==> config.mk <==
export PLATFORM = sky130hd
export DESIGN_NAME = seg_scan_ctrl
export DESIGN_NICKNAME = d
export VERILOG_FILES = /design/src/rtl/seg_scan_ctrl.sv
export SDC_FILE = /design/constraint.sdc
export NUM_CORES = 1
export LEC_CHECK = 0
export ABC_AREA = 1
export CAP_MARGIN = 15
export CORE_MARGIN = 2
export CORE_UTILIZATION = 40
export CTS_BUF_LIST = sky130_fd_sc_hd__clkbuf_2 sky130_fd_sc_hd__clkbuf_4 sky130_fd_sc_hd__clkbuf_8
export DETAILED_ROUTE_END_ITERATION = 10
export HOLD_SLACK_MARGIN = 0.1
export PLACE_DENSITY = 0.67
export SLEW_MARGIN = 20
export SYNTH_ARGS = -nofsm -noshare
export SYNTH_HDL_FRONTEND = slang
export SYNTH_SLANG_ARGS = --single-unit
==> constraint.sdc <==
create_clock -name clk -period 2 [get_ports clk]
set_clock_uncertainty 0.2 [all_clocks]
set_input_delay 0.4 -clock clk [delete_from_list [all_inputs] [get_ports clk]]
set_output_delay 0.4 -clock clk [all_outputs]
set_load 0.01 [all_outputs]
==> src/rtl/seg_scan_ctrl.sv <==
// seg_scan_ctrl: scans NDIG digits through one shared BCD-to-7-segment decoder.
// Latency: bcd_out/dig_en registered (1 cycle after state decision); seg_out/frame_done combinational on registered state.
// Backpressure: load_ready drops while a word is pending; it is promoted to active only at scan start or frame boundary.
// Optional feature: define SEG_SCAN_LZB_EN for leading-zero blanking.
module seg_scan_ctrl #(
  parameter int NDIG      = 4,
  parameter int PRESCALE  = 1000,
  parameter int BLANK_CYC = 2
) (
  input  logic              clk,
  input  logic              rst,
  input  logic              en,
  input  logic              load_valid,
  input  logic [4*NDIG-1:0] load_data,
  output logic              load_ready,
  output logic [3:0]        bcd_out,
  input  logic [6:0]        seg_in,
  output logic [6:0]        seg_out,
  output logic [NDIG-1:0]   dig_en,
  output logic              frame_done
);

  localparam int CMAX = (PRESCALE > BLANK_CYC) ? PRESCALE : BLANK_CYC;
  localparam int CW   = $clog2(CMAX);
  localparam int IW   = $clog2(NDIG);
  localparam logic [CW-1:0] SHOW_LAST = CW'(PRESCALE - 1);
  localparam logic [CW-1:0] GAP_LAST  = CW'((BLANK_CYC > 0) ? BLANK_CYC - 1 : 0);
  localparam logic [IW-1:0] IDX_LAST  = IW'(NDIG - 1);

  typedef enum logic [1:0] {ST_OFF, ST_SHOW, ST_GAP} state_t;

  state_t            state, state_nxt;
  logic [CW-1:0]     cnt, cnt_nxt;
  logic [IW-1:0]     idx, idx_nxt, idx_inc;
  logic              start, boundary, copy;
  logic [4*NDIG-1:0] active, pending, active_nxt;
  logic              pending_full;
  logic [NDIG-1:0]   dig_en_nxt;
  logic [3:0]        bcd_nxt;
  logic              lz_blank;

  // State, slot counter and digit index registers
  always_ff @(posedge clk or posedge rst) begin
    if (rst) begin
      state <= ST_OFF;
      cnt   <= '0;
      idx   <= '0;
    end else begin
      state <= state_nxt;
      cnt   <= cnt_nxt;
      idx   <= idx_nxt;
    end
  end

  // Next-state: slot timing, digit advance, scan start and frame boundary detection.
  // The index advances when a digit's SHOW ends, so during GAP it already names the next digit.
  always_comb begin
    state_nxt = state;
    cnt_nxt   = cnt;
    idx_nxt   = idx;
    start     = 1'b0;
    boundary  = 1'b0;
    idx_inc   = (idx == IDX_LAST) ? '0 : idx + IW'(1);
    case (state)
      ST_OFF: begin
        cnt_nxt = '0;
        idx_nxt = '0;
        if (en) begin
          state_nxt = ST_SHOW;
          start     = 1'b1;
        end
      end
      ST_SHOW: begin
        if (!en) begin
          state_nxt = ST_OFF;
          cnt_nxt   = '0;
          idx_nxt   = '0;
        end else if (cnt == SHOW_LAST) begin
          cnt_nxt = '0;
          idx_nxt = idx_inc;
          if (BLANK_CYC == 0) begin
            boundary = (idx == IDX_LAST);
          end else begin
            state_nxt = ST_GAP;
          end
        end else begin
          cnt_nxt = cnt + CW'(1);
        end
      end
      ST_GAP: begin
        if (!en) begin
          state_nxt = ST_OFF;
          cnt_nxt   = '0;
          idx_nxt   = '0;
        end else if (cnt == GAP_LAST) begin
          state_nxt = ST_SHOW;
          cnt_nxt   = '0;
          boundary  = (idx == '0);
        end else begin
          cnt_nxt = cnt + CW'(1);
        end
      end
      default: begin
        state_nxt = ST_OFF;
        cnt_nxt   = '0;
        idx_nxt   = '0;
      end
    endcase
  end

  // Pending word is promoted only at scan start or frame boundary, so a frame never tears
  always_comb begin
    copy       = pending_full & (start | boundary);
    active_nxt = copy ? pending : active;
  end

  // Double buffer: pending register fills on handshake, empties on promotion
  always_ff @(posedge clk or posedge rst) begin
    if (rst) begin
      active       <= '0;
      pending      <= '0;
      pending_full <= 1'b0;
    end else begin
      active <= active_nxt;
      if (copy) begin
        pending_full <= 1'b0;
      end else if (load_valid && load_ready) begin
        pending      <= load_data;
        pending_full <= 1'b1;
      end
    end
  end

  // Outputs: next-cycle digit enable and nibble, plus pin gating of the decoder result
  always_comb begin
    dig_en_nxt = (state_nxt == ST_SHOW) ? (NDIG'(1) << idx_nxt) : '0;
    bcd_nxt    = active_nxt[idx_nxt*4 +: 4];
`ifdef SEG_SCAN_LZB_EN
    lz_blank   = (idx != '0) && ((active >> {idx, 2'b00}) == '0);
`else
    lz_blank   = 1'b0;
`endif
    seg_out    = ((state == ST_SHOW) && (bcd_out <= 4'd9) && !lz_blank) ? seg_in : '0;
    frame_done = boundary;
    load_ready = ~pending_full;
  end

  // Registered pin-facing outputs so digit enables never glitch
  always_ff @(posedge clk or posedge rst) begin
    if (rst) begin
      bcd_out <= '0;
      dig_en  <= '0;
    end else begin
      bcd_out <= bcd_nxt;
      dig_en  <= dig_en_nxt;
    end
  end

endmodule
==> impl_metrics.ini, run 1 <==
[yosys]
synth_top_area_share_pct = 49.9
yosysSeqAreaShare_pct = 49.9
syn_avg_cell_area_sq_um = 7.79
synth_cells = 354
async_flop_share_pct = 100
syn-cell-area_sq_um = 2760
synth_largest_area_cell = dfrtp_1
ys_top_cells_by_area = dfrtp_1, inv_1, nor2_1, nand2_1, nand3_1
ys_types = 26
ys_ff_latch = 55
ys.flop_type = dfrtp_1
ys_warn_count = 0
synth-edff-count = 0
syn_nets = 389

[worst_setup_path]
crit_chain = o21ai_1 -> nand2_4 -> nor2_1 -> clkdlybuf4s15_2
crit_path_end_kind = primary output
cpPeakStageDelay_ns = 0.39
critical_path_class = reg2out
crit_fanout = 7
required_ns = 1.40
startpoint_type = flip-flop
crit_slowest_cell = dfrtp_1
cp.arrival_ns = 1.42
crit_family = flip-flops
path_buf_inv = 1

[detailed_routing]
firstDrtPassIters = 4
drc_errors = 0
drt-wirelength-per-cell_um = 11.6
drt-initial-drc-count = 101
routed_wl_mm = 5.95
ant_nets = 0
vias = 2371
routed_via_density = 4.61

[place]
dp_slack_ns = -0.302
dp.cells = 500
dp_hpwl_mm = 4.21
port_buffers = 43
gp_congestion = 0.788

[job]
cap_violations = 0

[timing]
worst_slew_pin_slew_ns = 0.365
fin_ws_ns = -0.0174
relSlewSlack_pct = 75.5
hold_violations = 0
slew_viol_final = 0
timing.final.crit_share_pct = 101
rsz0062_at_grt = yes
finalSetupViolations = 7
fmaxAchievable_mhz = 496
finalCriticalPeriod_ns = 2.02

[die]
design.core.area_sq_um = 6720
die_h_um = 87.0
die_x_um = 87.0
ios = 44
die_area_sq_um = 7570
rows = 30
initial_core_util_pct = 41.0

[global_route]
grt_pass1_vias = 2244
gr-total-overflow = 0
antenna_found_initial = 0
grt_pass1_wl_mm = 9.54
grt.total_usage_pct = 15.7
grt_max_degree = 56

[cts]
clock_path_buffers = 2
ctsHoldBuffers = 0
worstSkewPairLatency_ns = 0.29
cts.sinks = 55
htreeDepth = 2
cts_tree = done
cts_buffers = 5
root_buffer = clkbuf_8
clk_pin_slew_ns = 0.09

[outcome]
violations = setup timing
status = finished, violations left

[finish]
finalNetCount = 470
seqCellArea_sq_um = 1380
area_growth_pct = 38.7
multi_input_area_sq_um = 1210
final_common_cell = inv_1
n_fill_cell = 623
mostFrequentLayoutCells = inv_1, nor2_1, dfrtp_1
n_antenna_cell = 0
fin_cells = 514
layout-drive-gt1-share_pct = 22.6

[power_and_ir_drop]
power_density_nw_per_um2 = 1020
leakage_nw = 1.99
vdd_ir_drop_max_mv = 0.768

[worst_hold_path]
min_path_type = in2async
[worst register-to-register path, cell delays in order, from the launching register on]
cell	delay, ns
dfrtp_1	0.42
inv_2	0.07
ha_2	0.17
nand2_1	0.06
inv_2	0.08
nand4_4	0.11
buf_6	0.15
nand2_8	0.12
buf_8	0.15
nand3_2	0.07
nand2_1	0.09
nor2_1	0.04
nor2_1	0.09
nand2_1	0.07
[flip-flops by register name, indices dropped and copies added, names as in the netlist]
register / cells
state: 2
bcd_out: 4
pending: 16
pending_full: 1
active: 16
idx: 2
dig_en: 4
cnt: 10
[cells by family (layout without fill, tap and decap cells)]
| logic type | after synthesis | count (layout) | synth area share [%] |
|---|---|---|---|
| AO/OA/AOI/OAI | 26 | 26 | 4.95 |
| XOR/XNOR | 5 | 5 | 1.59 |
| AND/OR/NAND/NOR | 178 | 178 | 28.2 |
| adder cells (fa/ha/maj) | 8 | 8 | 3.63 |
| flip-flops | 55 | 55 | 49.9 |
| buffers and inverters | 82 | 162 | 11.8 |
[power breakdown]
part	switching (mW)	internal [mW]
logic	0.998	0.780
registers	0.110	1.46
clock network	0.318	0.248
total	1.43	2.49
[synth_stat cells, types with 4 or more instances]
| master | number |
|---|---|
| clkbuf_1 | 4 |
| inv_1 | 73 |
| nor2_1 | 67 |
| nor3_1 | 5 |
| xor2_1 | 4 |
| ha_1 | 8 |
| nand2_2 | 11 |
| o21ai_0 | 4 |
| a21oi_1 | 19 |
| nand3_1 | 23 |
| dfrtp_1 | 55 |
| nand2_1 | 62 |
[worst paths after layout]
check | from | endpoint | slack, ns | cells after the start
worst min register to register | pending[15]$_DFFE_PP0P_ | pending[15]$_DFFE_PP0P_ | 0.32 | 2
worst max register to register | state[0]$_DFF_PP0_ | bcd_out[0]$_DFF_PP0_ | 0 | 13
max in group asynchronous | rst | active[10]$_DFF_PP0_ | 1.09 | 3
worst min-delay path | rst | cnt[2]$_DFF_PP0_ | 0.26 | 3
min in group clk | pending[15]$_DFFE_PP0P_ | pending[15]$_DFFE_PP0P_ | 0.32 | 2
worst max-delay path | bcd_out[1]$_DFF_PP0_ | seg_out[4] | -0.02 | 4
[repair_timing]
action | in CTS | in global routing
gates resized for setup | 36 | 33
pin swaps | 7 | 21
setup endpoints to repair | 13 | 19
buffers inserted | 1 | 7
endpoints found under the hold margin | 0 | 0
[area by class of cell]
cell class / instances / share of cell area [%]
tap: 80 / 2.62
inverter: 74 / 7.26
multi-input combinational: 217 / 31.7
timing repair buffer: 82 / 20.4
sequential: 55 / 36.0
clock buffer: 6 / 2.00
[stage by stage]
step | utilization, % | TNS, ns | cell area [sq um] | hold WS (ns) | power [mW]
after global placement | 52.3 | -2.61 | 3510 | 0.293 | 3.08
after floorplan | - | 0 | 2760 | 0.281 | 2.51
after CTS | 54.3 | -0.269 | 3650 | 0.274 | 3.71
after detailed placement | 52.3 | -3.78 | 3510 | 0.304 | 3.13
final | 56.9 | -0.0851 | 3820 | 0.258 | 3.91
after global routing | 56.9 | -1.28 | 3820 | 0.300 | 4.22
[per-layer routing]
layer / global-route usage (%) / share of wire (%) / up-vias
met5: 0 / 0 / -
met1: 18.5 / 41 / 1097
met3: 3.03 / 4.8 / 6
met2: 29.1 / 53 / 53
met4: 3.55 / 1.0 / 0
li1: - / - / 1215
(Power assumes the default switching activity.)
==> run 2: changes to the inputs <==
--- a/config.mk
+++ b/config.mk
@@ -7,12 +7,14 @@
 export LEC_CHECK = 0
 export ABC_AREA = 1
 export CAP_MARGIN = 15
+export CELL_PAD_IN_SITES_DETAIL_PLACEMENT = 1
+export CELL_PAD_IN_SITES_GLOBAL_PLACEMENT = 2
 export CORE_MARGIN = 2
-export CORE_UTILIZATION = 40
+export CORE_UTILIZATION = 29
 export CTS_BUF_LIST = sky130_fd_sc_hd__clkbuf_2 sky130_fd_sc_hd__clkbuf_4 sky130_fd_sc_hd__clkbuf_8
 export DETAILED_ROUTE_END_ITERATION = 10
 export HOLD_SLACK_MARGIN = 0.1
-export PLACE_DENSITY = 0.67
+export PLACE_DENSITY = 0.8
 export SLEW_MARGIN = 20
 export SYNTH_ARGS = -nofsm -noshare
 export SYNTH_HDL_FRONTEND = slang
==> impl_metrics.ini, run 2 (synthesis results as in run 1) <==
[timing]
rsz0062_at_grt = yes
finalSetupViolations = 1
worst_slew_pin_slew_ns = 0.310
hold_violations = 0
fmaxAchievable_mhz = 496
finalCriticalPeriod_ns = 2.02
slew_viol_final = 0
fin_ws_ns = -0.0160
relSlewSlack_pct = 79.1
timing.final.crit_share_pct = 101

[die]
die_area_sq_um = 10300
die_x_um = 102
initial_core_util_pct = 29.8
rows = 35
die_h_um = 102
ios = 44
design.core.area_sq_um = 9240

[worst_setup_path]
crit_path_end_kind = primary output
crit_fanout = 3
critical_path_class = reg2out
crit_family = flip-flops
path_buf_inv = 4
crit_slowest_cell = dfrtp_1
cp.arrival_ns = 1.42
cpPeakStageDelay_ns = 0.41
required_ns = 1.40
crit_chain = buf_4 -> ha_4 -> nand2_1 -> inv_2 -> nand4_4 -> inv_1 -> buf_6
startpoint_type = flip-flop

[global_route]
grt.total_usage_pct = 14.8
grt_max_degree = 56
top_usage_layer = met2
gr-total-overflow = 0
use_met2_pct = 27.0
grt_pass1_vias = 2605
met3_usage_pct = 2.97
antenna_found_initial = 0
grtUsageMet1_pct = 17.7
grt_pass1_wl_mm = 11.9

[cts]
root_buffer = clkbuf_8
htreeDepth = 2
worstSkewPairLatency_ns = 0.32
clock_path_buffers = 2
cts.sinks = 55
clk_pin_slew_ns = 0.10
cts_tree = done
cts_buffers = 5

[outcome]
status = finished, violations left
violations = setup timing

[worst_hold_path]
min_path_type = in2async

[finish]
fin_cells = 583
finalNetCount = 488
fin_area_sq_um = 4100
area_growth_pct = 48.5
layout-drive-gt1-share_pct = 28.2
n_antenna_cell = 0
final_common_cell = inv_1
mostFrequentLayoutCells = inv_1, nor2_1, dfrtp_1
reg_top3 = active: 16 flops, pending: 16 flops, cnt: 10 flops

[detailed_routing]
drt-wirelength-per-cell_um = 12.5
firstDrtPassIters = 4
routed_via_density = 4.23
drt-initial-drc-count = 32
drc_errors = 0
routed_wl_mm = 7.29
vias = 2465
ant_nets = 0

[place]
gp_congestion = 0.771
placed_cell_area_sq_um = 3650
port_buffers = 43
dp_hpwl_mm = 5.09
dp.cells = 559

[power_and_ir_drop]
vdd_ir_drop_max_mv = 0.531
leakage_nw = 2.11
power_density_nw_per_um2 = 1030

[job]
cap_violations = 0
-- run 2: cell count changes in the layout (fill, tap and decap cells not counted), sizes merged --
cell	change
dlymetal6s2s	+1
clkdlybuf4s15	-7
clkinvlp	+2
inv	+1
clkdlybuf4s50	-1
buf	+23
nand2	+2
clkbuf	-1
-- run 2: layout make-up --
class                   instances  area (sq um)
multi-input cells             219          1320
fillers                      1117          5140
repair buffers                 98           865
inverters                      74           278
clock inverters                 3          23.8
clock buffers                   5          68.8
well taps                     129           161
flip-flops and latches         55          1380
-- run 2: report_power, final --
group          internal (mW)  leakage (nW)  switching, mW
registers               1.46         0.639          0.109
clock network          0.251        0.0408          0.387
logic                  0.895          1.43           1.12
-- run 2: worst paths after layout --
path                                         startpoint                       to  slack [ns]  cells past startpoint
min in group clk                pending[14]$_DFFE_PP0P_  pending[14]$_DFFE_PP0P_        0.32                      2
worst max-delay path                 state[1]$_DFF_PP0_               frame_done       -0.02                      7
worst max register to register       state[0]$_DFF_PP0_     bcd_out[1]$_DFF_PP0_           0                     11
worst min register to register  pending[14]$_DFFE_PP0P_  pending[14]$_DFFE_PP0P_        0.32                      2
max in group asynchronous                           rst       state[0]$_DFF_PP0_        1.10                      3
worst min-delay path                                rst         cnt[0]$_DFF_PP0_        0.24                      3
-- run 2: metal layers --
metal / wire [um] / up-vias
met4: 78 / 0
met5: 0 / -
met3: 274 / 7
met2: 3820 / 33
li1: - / 1258
met1: 3110 / 1167
-- run 2: worst min-delay path: stages --
cell and delay, ns:
clkdlybuf4s50_1 0.41, inv_2 0.07, buf_12 0.27
-- run 2: timing repair --
item / in CTS / in global routing
setup endpoints to repair: 18 / 31
gates cloned: 2 / 1
setup buffers: 8 / 5
hold buffers: 0 / 0
pin swaps: 9 / 23
gates resized for setup: 59 / 36
-- run 2: per-stage QoR --
step | setup slack [ns] | hold WS (ns) | utilization, % | TNS (ns) | total power [mW]
2_1_floorplan | 0.0571 | 0.281 | - | 0 | 2.51
3_3_place_gp | -0.333 | 0.289 | 39.5 | -2.41 | 3.18
3_5_place_dp | -0.348 | 0.306 | 39.5 | -3.55 | 3.26
4_1_cts | -0.0801 | 0.260 | 42.4 | -0.102 | 4.10
5_1_grt | -0.149 | 0.272 | 44.3 | -2.14 | 4.58
6_report | -0.0160 | 0.243 | 44.3 | -0.0160 | 4.22
==> run 3: changes to the inputs <==
--- a/config.mk
+++ b/config.mk
@@ -5,12 +5,11 @@
 export SDC_FILE = /design/constraint.sdc
 export NUM_CORES = 1
 export LEC_CHECK = 0
-export ABC_AREA = 1
 export CAP_MARGIN = 15
 export CELL_PAD_IN_SITES_DETAIL_PLACEMENT = 1
 export CELL_PAD_IN_SITES_GLOBAL_PLACEMENT = 2
 export CORE_MARGIN = 2
-export CORE_UTILIZATION = 29
+export CORE_UTILIZATION = 33
 export CTS_BUF_LIST = sky130_fd_sc_hd__clkbuf_2 sky130_fd_sc_hd__clkbuf_4 sky130_fd_sc_hd__clkbuf_8
 export DETAILED_ROUTE_END_ITERATION = 10
 export HOLD_SLACK_MARGIN = 0.1
==> impl_metrics.ini, run 3 <==
[outcome]
status = finished, violations left
violations = setup timing

[place]
dp.cells = 383
placed_cell_area_sq_um = 3450
gp_congestion = 0.769
dp_hpwl_mm = 4.53
port_buffers = 43

[cts]
cts.sinks = 55
cts_tree = done
clk_pin_slew_ns = 0.11
root_buffer = clkbuf_8
cts_buffers = 5
ctsHoldBuffers = 0
clock_path_buffers = 2
worstSkewPairLatency_ns = 0.32
htreeDepth = 2

[finish]
reg_top3 = active: 16 flops, pending: 16 flops, cnt: 10 flops
fin_cells = 411
n_fill_cell = 813
final_common_cell = dfrtp_1
fin_area_sq_um = 3900
finalNetCount = 343
mostFrequentLayoutCells = dfrtp_1, buf_4, clkdlybuf4s50_1
area_growth_pct = 50.0
n_antenna_cell = 0
layout-drive-gt1-share_pct = 46.3

[timing]
finalCriticalPeriod_ns = 2.38
worst_slew_pin_slew_ns = 0.238
finalSetupViolations = 30
rsz0062_at_grt = yes
slew_viol_final = 0
fin_ws_ns = -0.380
relSlewSlack_pct = 84.0
timing.final.crit_share_pct = 119
hold_violations = 0
whs_ns = 0.231
fmaxAchievable_mhz = 420

[detailed_routing]
drt-wirelength-per-cell_um = 16.3
drt-initial-drc-count = 62
drc_errors = 0
vias = 1992
routed_wl_mm = 6.71
firstDrtPassIters = 4
ant_nets = 0
routed_via_density = 4.85

[yosys]
syn-cell-area_sq_um = 2600
synth.most_common_cell = dfrtp_1
syn_avg_cell_area_sq_um = 12.4
synth-edff-count = 0
yosysSeqAreaShare_pct = 52.9
async_flop_share_pct = 100
synth_cells = 210
synth_top_area_share_pct = 52.9
ys_types = 40
syn_nets = 245
ys_top_cells_by_area = dfrtp_1, mux2_2, ha_1, mux2i_1, and3_1
synthTopCellsByCount = dfrtp_1, mux2_2, nor2_1, and3_1
synth_largest_area_cell = dfrtp_1
ys.flop_type = dfrtp_1
ys_warn_count = 0
ys_ff_latch = 55

[global_route]
grt.total_usage_pct = 15.8
grt_pass1_wl_mm = 10.6
antenna_found_initial = 0
gr-total-overflow = 0
grt_pass1_vias = 2108
grt_max_degree = 41

[worst_setup_path]
required_ns = 2.00
startpoint_type = flip-flop
critical_path_class = reg2reg
crit_path_end_kind = flip-flop
cp.arrival_ns = 2.37
crit_fanout = 7

[power_and_ir_drop]
vdd_ir_drop_max_mv = 0.464
leakage_nw = 1.78
p_total_mw = 4.54
power_density_nw_per_um2 = 1160

[die]
die_x_um = 92.8
die_h_um = 92.8
die_area_sq_um = 8610
ios = 44
rows = 32
design.core.area_sq_um = 7690
initial_core_util_pct = 33.8

[job]
cap_violations = 0

[worst_hold_path]
min_path_type = in2async
## run 3: cell count changes after synthesis, moves of 7 or more
| cell | previous run | this run |
|---|---|---|
| nor2_1 | 67 | 16 |
| nand2_1 | 62 | 9 |
| inv_1 | 73 | 9 |
| nand2_2 | 11 | 1 |
| and3_1 | 0 | 10 |
| mux2i_1 | 0 | 7 |
| a21oi_1 | 19 | 4 |
| nand3_1 | 23 | 8 |
| mux2_2 | 0 | 32 |
## run 3: path summary, 6_finish.rpt
check / start / end / slack, ns / cells after the start
max in group asynchronous: rst / pending_full$_DFFE_PP0P_ / 1.15 / 3
worst max register to register: state[1]$_DFF_PP0_ / bcd_out[3]$_DFF_PP0_ / -0.38 / 10
worst min register to register: active[7]$_DFF_PP0_ / active[7]$_DFF_PP0_ / 0.31 / 1
min in group clk: active[7]$_DFF_PP0_ / active[7]$_DFF_PP0_ / 0.31 / 1
worst max-delay path: state[1]$_DFF_PP0_ / bcd_out[3]$_DFF_PP0_ / -0.38 / 10
worst min-delay path: rst / active[5]$_DFF_PP0_ / 0.23 / 3
## run 3: logic make-up (layout without fill, tap and decap cells)
| family | Yosys count | after routing | synth area share [%] |
|---|---|---|---|
| compound gates | 18 | 18 | 4.52 |
| xor+xnor | 8 | 8 | 2.69 |
| fa+ha+maj | 8 | 8 | 3.85 |
| buf+inv | 18 | 117 | 3.32 |
| flops | 55 | 55 | 52.9 |
| mux | 43 | 43 | 20.0 |
| simple gates | 60 | 60 | 12.7 |
## run 3: what timing repair did
item / CTS / global route
cloned: 0 / 2
resized for setup: 44 / 53
setup endpoints to repair: 44 / 46
buffers inserted: 10 / 12
pin swaps: 2 / 7
## run 3: metrics by stage
step / setup TNS, ns / setup WS, ns / util, %
3_3_place_gp: -10.89 / -0.581 / 44.9
3_5_place_dp: -12.35 / -0.640 / 44.9
2_1_floorplan: -1.46 / -0.226 / -
6_report: -4.40 / -0.380 / 50.7
4_1_cts: -5.20 / -0.347 / 48.3
5_1_grt: -7.11 / -0.463 / 50.7
## run 3: area by class of cell
| cell class | instances | area, sq um | share of cell area (%) |
|---|---|---|---|
| Clock inverter | 2 | 38.8 | 0.994 |
| Inverter | 9 | 36.3 | 0.930 |
| Clock buffer | 6 | 76.3 | 1.96 |
| Timing Repair Buffer | 100 | 933 | 23.9 |
| Tap cell | 102 | 128 | 3.27 |
| Sequential cell | 55 | 1380 | 35.4 |
| Multi-Input combinational cell | 137 | 1310 | 33.5 |
## run 3: critical path, stage by stage, from the launching register on
cell	delay (ns)
dfrtp_1	0.41
buf_6	0.13
ha_4	0.15
and4b_1	0.18
and4_4	0.19
o21ai_4	0.14
buf_12	0.14
buf_8	0.13
mux2_4	0.31
mux2i_1	0.18
mux2i_1	0.10
## run 3: metal layers
metal	wire (um)	vias up	part of all wire, %	track usage (%)
met1	2910	1007	43	19.5
li1	-	932	-	-
met5	0	-	0	0
met2	3450	44	51	27.7
met4	132	0	2.0	5.02
met3	224	9	3.3	3.25
## run 3: where the power goes
group,switching [mW],total [mW],internal [mW],leakage (nW)
Sequential,0.252,1.78,1.53,0.680
Combinational,0.765,1.98,1.22,1.04
Clock,0.388,0.781,0.393,0.0592
Total,1.41,4.54,3.14,1.78
